**src/rtl/afpm_operand_loader.sv**
```systemverilog
// afpm_operand_loader: byte-serial FP16 operand assembler for the logarithmic
// multiplier. Two beats per pair (low byte, then high byte). Lane 0 carries
// operand A and lane 1 carries operand B. Assembled operands are classified and
// handed to the core over valid/ready.

// Per-lane FP16 class decode. The three flags are mutually exclusive.
module afpm_classify #(
  parameter bit FTZ = 1'b1
) (
  input  logic [15:0] op,
  output logic        zero,
  output logic        inf,
  output logic        nan
);
  logic [4:0] exp_f;
  logic [9:0] man_f;

  assign exp_f = op[14:10];
  assign man_f = op[9:0];
  // Subnormals count as zero only when flushing is enabled.
  assign zero  = (exp_f == 5'd0) && (FTZ || (man_f == 10'd0));
  assign inf   = (exp_f == 5'h1f) && (man_f == 10'd0);
  assign nan   = (exp_f == 5'h1f) && (man_f != 10'd0);
endmodule

module afpm_operand_loader #(
  parameter int TIMEOUT_CYC = 15,
  parameter int CNT_W       = 4,
  parameter int FTZ         = 1
) (
  input  logic       clk,
  input  logic       rst_n,
  input  logic       ena,
  input  logic       in_valid,
  input  logic [7:0] a_byte,
  input  logic [7:0] b_byte,
  output logic       out_valid,
  input  logic       out_ready,
  output logic [15:0] op_a,
  output logic [15:0] op_b,
  output logic       a_zero,
  output logic       a_inf,
  output logic       a_nan,
  output logic       b_zero,
  output logic       b_inf,
  output logic       b_nan,
  output logic       busy,
  output logic       timeout_pulse,
  output logic       overrun_pulse
);
  localparam int NUM_LANES = 2;
  // Counter value at which a stalled half-pair is discarded.
  localparam logic [CNT_W-1:0] TMO_LAST =
    CNT_W'((TIMEOUT_CYC > 0) ? TIMEOUT_CYC - 1 : 0);

  typedef enum logic [1:0] {
    S_IDLE    = 2'd0,
    S_HAVE_LO = 2'd1,
    S_FULL    = 2'd2
  } state_t;

  state_t                              state_q, state_d;
  logic [CNT_W-1:0]                    cnt_q, cnt_d;
  logic [NUM_LANES-1:0][7:0]           in_byte, lo_q;
  logic [NUM_LANES-1:0][15:0]          op_q, op_nxt;
  logic [NUM_LANES-1:0][2:0]           flg_q, flg_nxt;  // {nan, inf, zero}
  logic                                load_lo, load_hi;
  logic                                tmo_d, ovr_d, tmo_q, ovr_q;

  assign in_byte = {b_byte, a_byte};

  // Per-lane assembly of the candidate operand and its class flags, so the
  // flags are registered in the same edge as the operand itself.
  for (genvar i = 0; i < NUM_LANES; i++) begin : g_lane
    assign op_nxt[i] = {in_byte[i], lo_q[i]};
    afpm_classify #(.FTZ(FTZ != 0)) u_cls (
      .op   (op_nxt[i]),
      .zero (flg_nxt[i][0]),
      .inf  (flg_nxt[i][1]),
      .nan  (flg_nxt[i][2])
    );
  end

  // State, counter and data registers; ena=0 freezes everything but the pulses.
  always_ff @(posedge clk or negedge rst_n) begin
    if (!rst_n) begin
      state_q <= S_IDLE;
      cnt_q   <= '0;
      lo_q    <= '0;
      op_q    <= '0;
      flg_q   <= '0;
      tmo_q   <= 1'b0;
      ovr_q   <= 1'b0;
    end else if (ena) begin
      state_q <= state_d;
      cnt_q   <= cnt_d;
      if (load_lo)    lo_q <= in_byte;
      else if (tmo_d) lo_q <= '0;
      if (load_hi) begin
        op_q  <= op_nxt;
        flg_q <= flg_nxt;
      end
      tmo_q <= tmo_d;
      ovr_q <= ovr_d;
    end else begin
      tmo_q <= 1'b0;
      ovr_q <= 1'b0;
    end
  end

  // Next-state: beat sequencing, timeout and handshake.
  always_comb begin
    state_d = state_q;
    cnt_d   = cnt_q;
    load_lo = 1'b0;
    load_hi = 1'b0;
    tmo_d   = 1'b0;
    ovr_d   = 1'b0;
    case (state_q)
      S_IDLE: begin
        if (in_valid) begin
          load_lo = 1'b1;
          cnt_d   = '0;
          state_d = S_HAVE_LO;
        end
      end
      S_HAVE_LO: begin
        // A high beat wins over a timeout expiring in the same cycle.
        if (in_valid) begin
          load_hi = 1'b1;
          state_d = S_FULL;
        end else if (TIMEOUT_CYC > 0) begin
          if (cnt_q == TMO_LAST) begin
            tmo_d   = 1'b1;
            cnt_d   = '0;
            state_d = S_IDLE;
          end else begin
            cnt_d = cnt_q + CNT_W'(1);
          end
        end
      end
      S_FULL: begin
        if (out_ready) begin
          // Transfer completes; a simultaneous beat starts the next pair.
          if (in_valid) begin
            load_lo = 1'b1;
            cnt_d   = '0;
            state_d = S_HAVE_LO;
          end else begin
            state_d = S_IDLE;
          end
        end else if (in_valid) begin
          ovr_d = 1'b1;
        end
      end
      default: state_d = S_IDLE;
    endcase
  end

  // Outputs: status decoded from state, pulses suppressed while disabled.
  always_comb begin
    out_valid     = (state_q == S_FULL);
    busy          = (state_q != S_IDLE);
    timeout_pulse = tmo_q & ena;
    overrun_pulse = ovr_q & ena;
    op_a          = op_q[0];
    op_b          = op_q[1];
    a_zero        = flg_q[0][0];
    a_inf         = flg_q[0][1];
    a_nan         = flg_q[0][2];
    b_zero        = flg_q[1][0];
    b_inf         = flg_q[1][1];
    b_nan         = flg_q[1][2];
  end
endmodule

```
**config.mk**
```make
export PLATFORM = sky130hd
export DESIGN_NAME = afpm_operand_loader
export DESIGN_NICKNAME = d
export VERILOG_FILES = /design/src/rtl/afpm_operand_loader.sv
export SDC_FILE = /design/constraint.sdc
export NUM_CORES = 1
export LEC_CHECK = 0
export CORE_MARGIN = 4
export CORE_UTILIZATION = 35
export CTS_CLUSTER_DIAMETER = 60
export DETAILED_ROUTE_END_ITERATION = 7
export DONT_BUFFER_PORTS = 1
export SYNTH_ARGS = -nofsm -noshare
export SYNTH_HDL_FRONTEND = slang
export SYNTH_SLANG_ARGS = --single-unit
export TNS_END_PERCENT = 100
```
**constraint.sdc**
```tcl
create_clock -name clk -period 1.95 [get_ports clk]
set_clock_uncertainty 0.05 [all_clocks]
set_input_delay 0.4875 -clock clk [delete_from_list [all_inputs] [get_ports clk]]
set_output_delay 0.4875 -clock clk [all_outputs]
set_load 0.02 [all_outputs]
```
==> flow_summary.json <==
{
  "status": "finished with violations",
  "violations": "negative hold slack",
  "die_y_um": 93.8,
  "critPathTopFamily": "flip-flops",
  "postSynthCellCount": 191,
  "p_per_area_nw_per_um2": 1620,
  "cts-root-buf": "clkbuf_8",
  "routed_via_density": 5.22,
  "setup_viol": 0,
  "cts_inserted_buffers": 9,
  "die_w_um": 93.8,
  "synth_area_um2": 2570,
  "path_cells": "nor2b_1",
  "fmax_mhz": 553,
  "fin_crit_sh": 0.928,
  "final_common_cell": "dfrtp_1",
  "end_kind": "output pin",
  "clk_path_buf_depth": 2,
  "cts_sinks": 62,
  "dp_hpwl_um": 3550,
  "critPathKind": "flop to output pin",
  "ys.flop_type": "dfrtp_1",
  "p_sw_w": 0.00170,
  "antenna_left": 0,
  "fillers": 681,
  "synthToLayoutAreaGrowth_pct": 12.3,
  "yosysUniqueCellTypes": 34,
  "maxSlewViolCount": 0,
  "io-pin-count": 63,
  "rows": 30,
  "busiest_layer": "met2",
  "cts_resized": 0,
  "worst_slack_ns": 0.140,
  "grt.met2_usage": 0.182,
  "hold_slack_ns": -0.211,
  "fin_nets": 220,
  "hold_viol": 62,
  "reg2reg_slack_ns": 0.29,
  "ys.warnings.count": 0,
  "hp-class": "input pin to async pin",
  "cp_max_fo": 10,
  "clkPwrFrac": 0.232,
  "total_power_w": 0.00469,
  "syn_area_per_cell_um2": 13.5,
  "yosysSeqAreaShare": 0.603,
  "dp_slack_ns": 0.298,
  "critPathSlowestCell": "dfrtp_1",
  "antenna_found_initial": 0,
  "vias": 1551,
  "mostFrequentLayoutCells": "dfrtp_1, mux2_1, a22o_1, nand2_1, clkbuf_8",
  "grt_overflow_total": 0,
  "placed_area_um2": 2700,
  "async_flop_share": 1.00,
  "p_comb_frac": 0.199,
  "htreeDepth": 3,
  "grt_pass1_wl_um": 8670,
  "grt_usage": 0.130,
  "post-cts-setup-buffer-count": 0,
  "ir_worst_vdd_mv": 0.683,
  "avgRoutedWirePerCell_um": 17.5,
  "synth_edf_count": 0,
  "drt_wl_total_um": 5200,
  "grt_max_degree": 63,
  "finalSetupTns_ns": 0,
  "slew_headroom": 0.725,
  "worstMarginPinSlew_ns": 0.412,
  "fin_area_um2": 2890,
  "cap_viol_max_count": 0,
  "p_int_w": 0.00299,
  "synth_seq_cells": 62,
  "multi_input_area_um2": 957,
  "clk-insertion-delay-late_ns": 0.33,
  "switching_share": 0.363,
  "grt_setup_unrepaired": "no",
  "postLayoutCoreUtil": 0.414,
  "seqPwrFrac": 0.569,
  "gp_congestion": 0.728,
  "power.leakage_nw": 1.32,
  "grt_pass1_vias": 1658,
  "dr.pass1.iters": 4,
  "register_area_um2": 1550,
  "arrival_ns": 1.27,
  "dieArea_um2": 8790,
  "drive_gt1_frac": 0.154,
  "cp_num_buf_inv": 0,
  "drc_errors": 0,
  "coreArea_um2": 6980,
  "cp_slowest_stage_delay_ns": 0.53,
  "synth_fp_nets": 214,
  "clkTransAtPathRegs_ns": 0.07,
  "start_util": 0.369,
  "use_met3": 0.0809,
  "cts_tree": "done",
  "min_period_ns": 1.81,
  "io_buffers": 0,
  "antennaDiodeCount": 0,
  "drt-initial-drc-count": 69,
  "cp_data_required_time_ns": 1.41,
  "gr-usage-met1": 0.163,
  "start_kind": "flop"
}
-- sequential cells by signal, indices dropped and copies added, names as in the netlist --
register  count
lo_q         16
op_a         16
op_b         16
cnt_q         4
state_q       2
a_inf         1
a_nan         1
a_zero        1
b_inf         1
b_nan         1
b_zero        1
ovr_q         1
tmo_q         1
-- area by class of cell --
class,instances,area share
well taps,96,0.0415
clock inverters,4,0.0164
clock buffers,11,0.0489
inverters,3,0.00389
repair buffers,5,0.0216
flip-flops and latches,62,0.537
multi-input cells,116,0.331
-- logic make-up after synthesis --
group	after synthesis	share of synthesized area
flops	62	0.603
xor+xnor	2	0.00681
mux	35	0.152
simple gates	48	0.109
buf+inv	13	0.0253
fa+ha+maj	2	0.00972
compound gates	29	0.0943
-- power by group through the flow --
stage	Clock (W)	Sequential, W	Combinational (W)
after floorplan	0	0.00253	0.000834
after global placement	0	0.00269	0.000916
after detailed placement	0	0.00270	0.000944
after CTS	0.00113	0.00268	0.000948
after global routing	0.00118	0.00275	0.00104
final	0.00109	0.00267	0.000931
-- Yosys cell counts, types with 2 or more instances --
master	n	area share
a22o_1	18	0.061
and2_1	2	0.0049
and3_1	3	0.0073
buf_2	7	0.014
buf_4	2	0.0058
dfrtp_1	62	0.60
ha_1	2	0.0097
inv_1	3	0.0044
mux2_1	27	0.12
mux2_2	6	0.026
mux2i_1	2	0.0078
nand2_1	10	0.015
nand2b_1	2	0.0049
nand3_1	7	0.014
nand3b_1	3	0.0087
nor2_1	7	0.010
nor4_1	4	0.0097
o21ai_0	2	0.0039
o31ai_1	4	0.012
or2_2	2	0.0049
or4_1	2	0.0058
xnor2_1	2	0.0068
-- metrics by stage --
| stage | hold slack [ns] | std cells |
|---|---|---|
| detailed placement | 0.143 | 282 |
| global placement | 0.144 | 282 |
| floorplan | 0.142 | 191 |
| global route | -0.246 | 297 |
| finish | -0.211 | 297 |
| CTS | -0.236 | 297 |
-- routing by layer --
metal  vias to the layer above  part of all wire  routed length [µm]
met4                         0             0.012                  65
met5                         -                 0                   0
met3                         9              0.11                 586
met2                        60              0.44                2310
li1                        700                 -                   -
met1                       782              0.43                2240
-- worst paths after layout --
path                       cells past startpoint              startpoint                      to
max reg2reg                                    4  state_q[1]$_DFFE_PN0P_     op_a[6]$_DFFE_PN0P_
min                                            0                   rst_n     op_b[4]$_DFFE_PN0P_
min in group clk                               1               a_byte[6]      a_zero$_DFFE_PN0P_
max                                            1  state_q[1]$_DFFE_PN0P_               out_valid
max in group asynchronous                      0                   rst_n  state_q[1]$_DFFE_PN0P_
min reg2reg                                    1     lo_q[1]$_DFFE_PN0P_     lo_q[1]$_DFFE_PN0P_
Power figures use the tool's default switching activity.
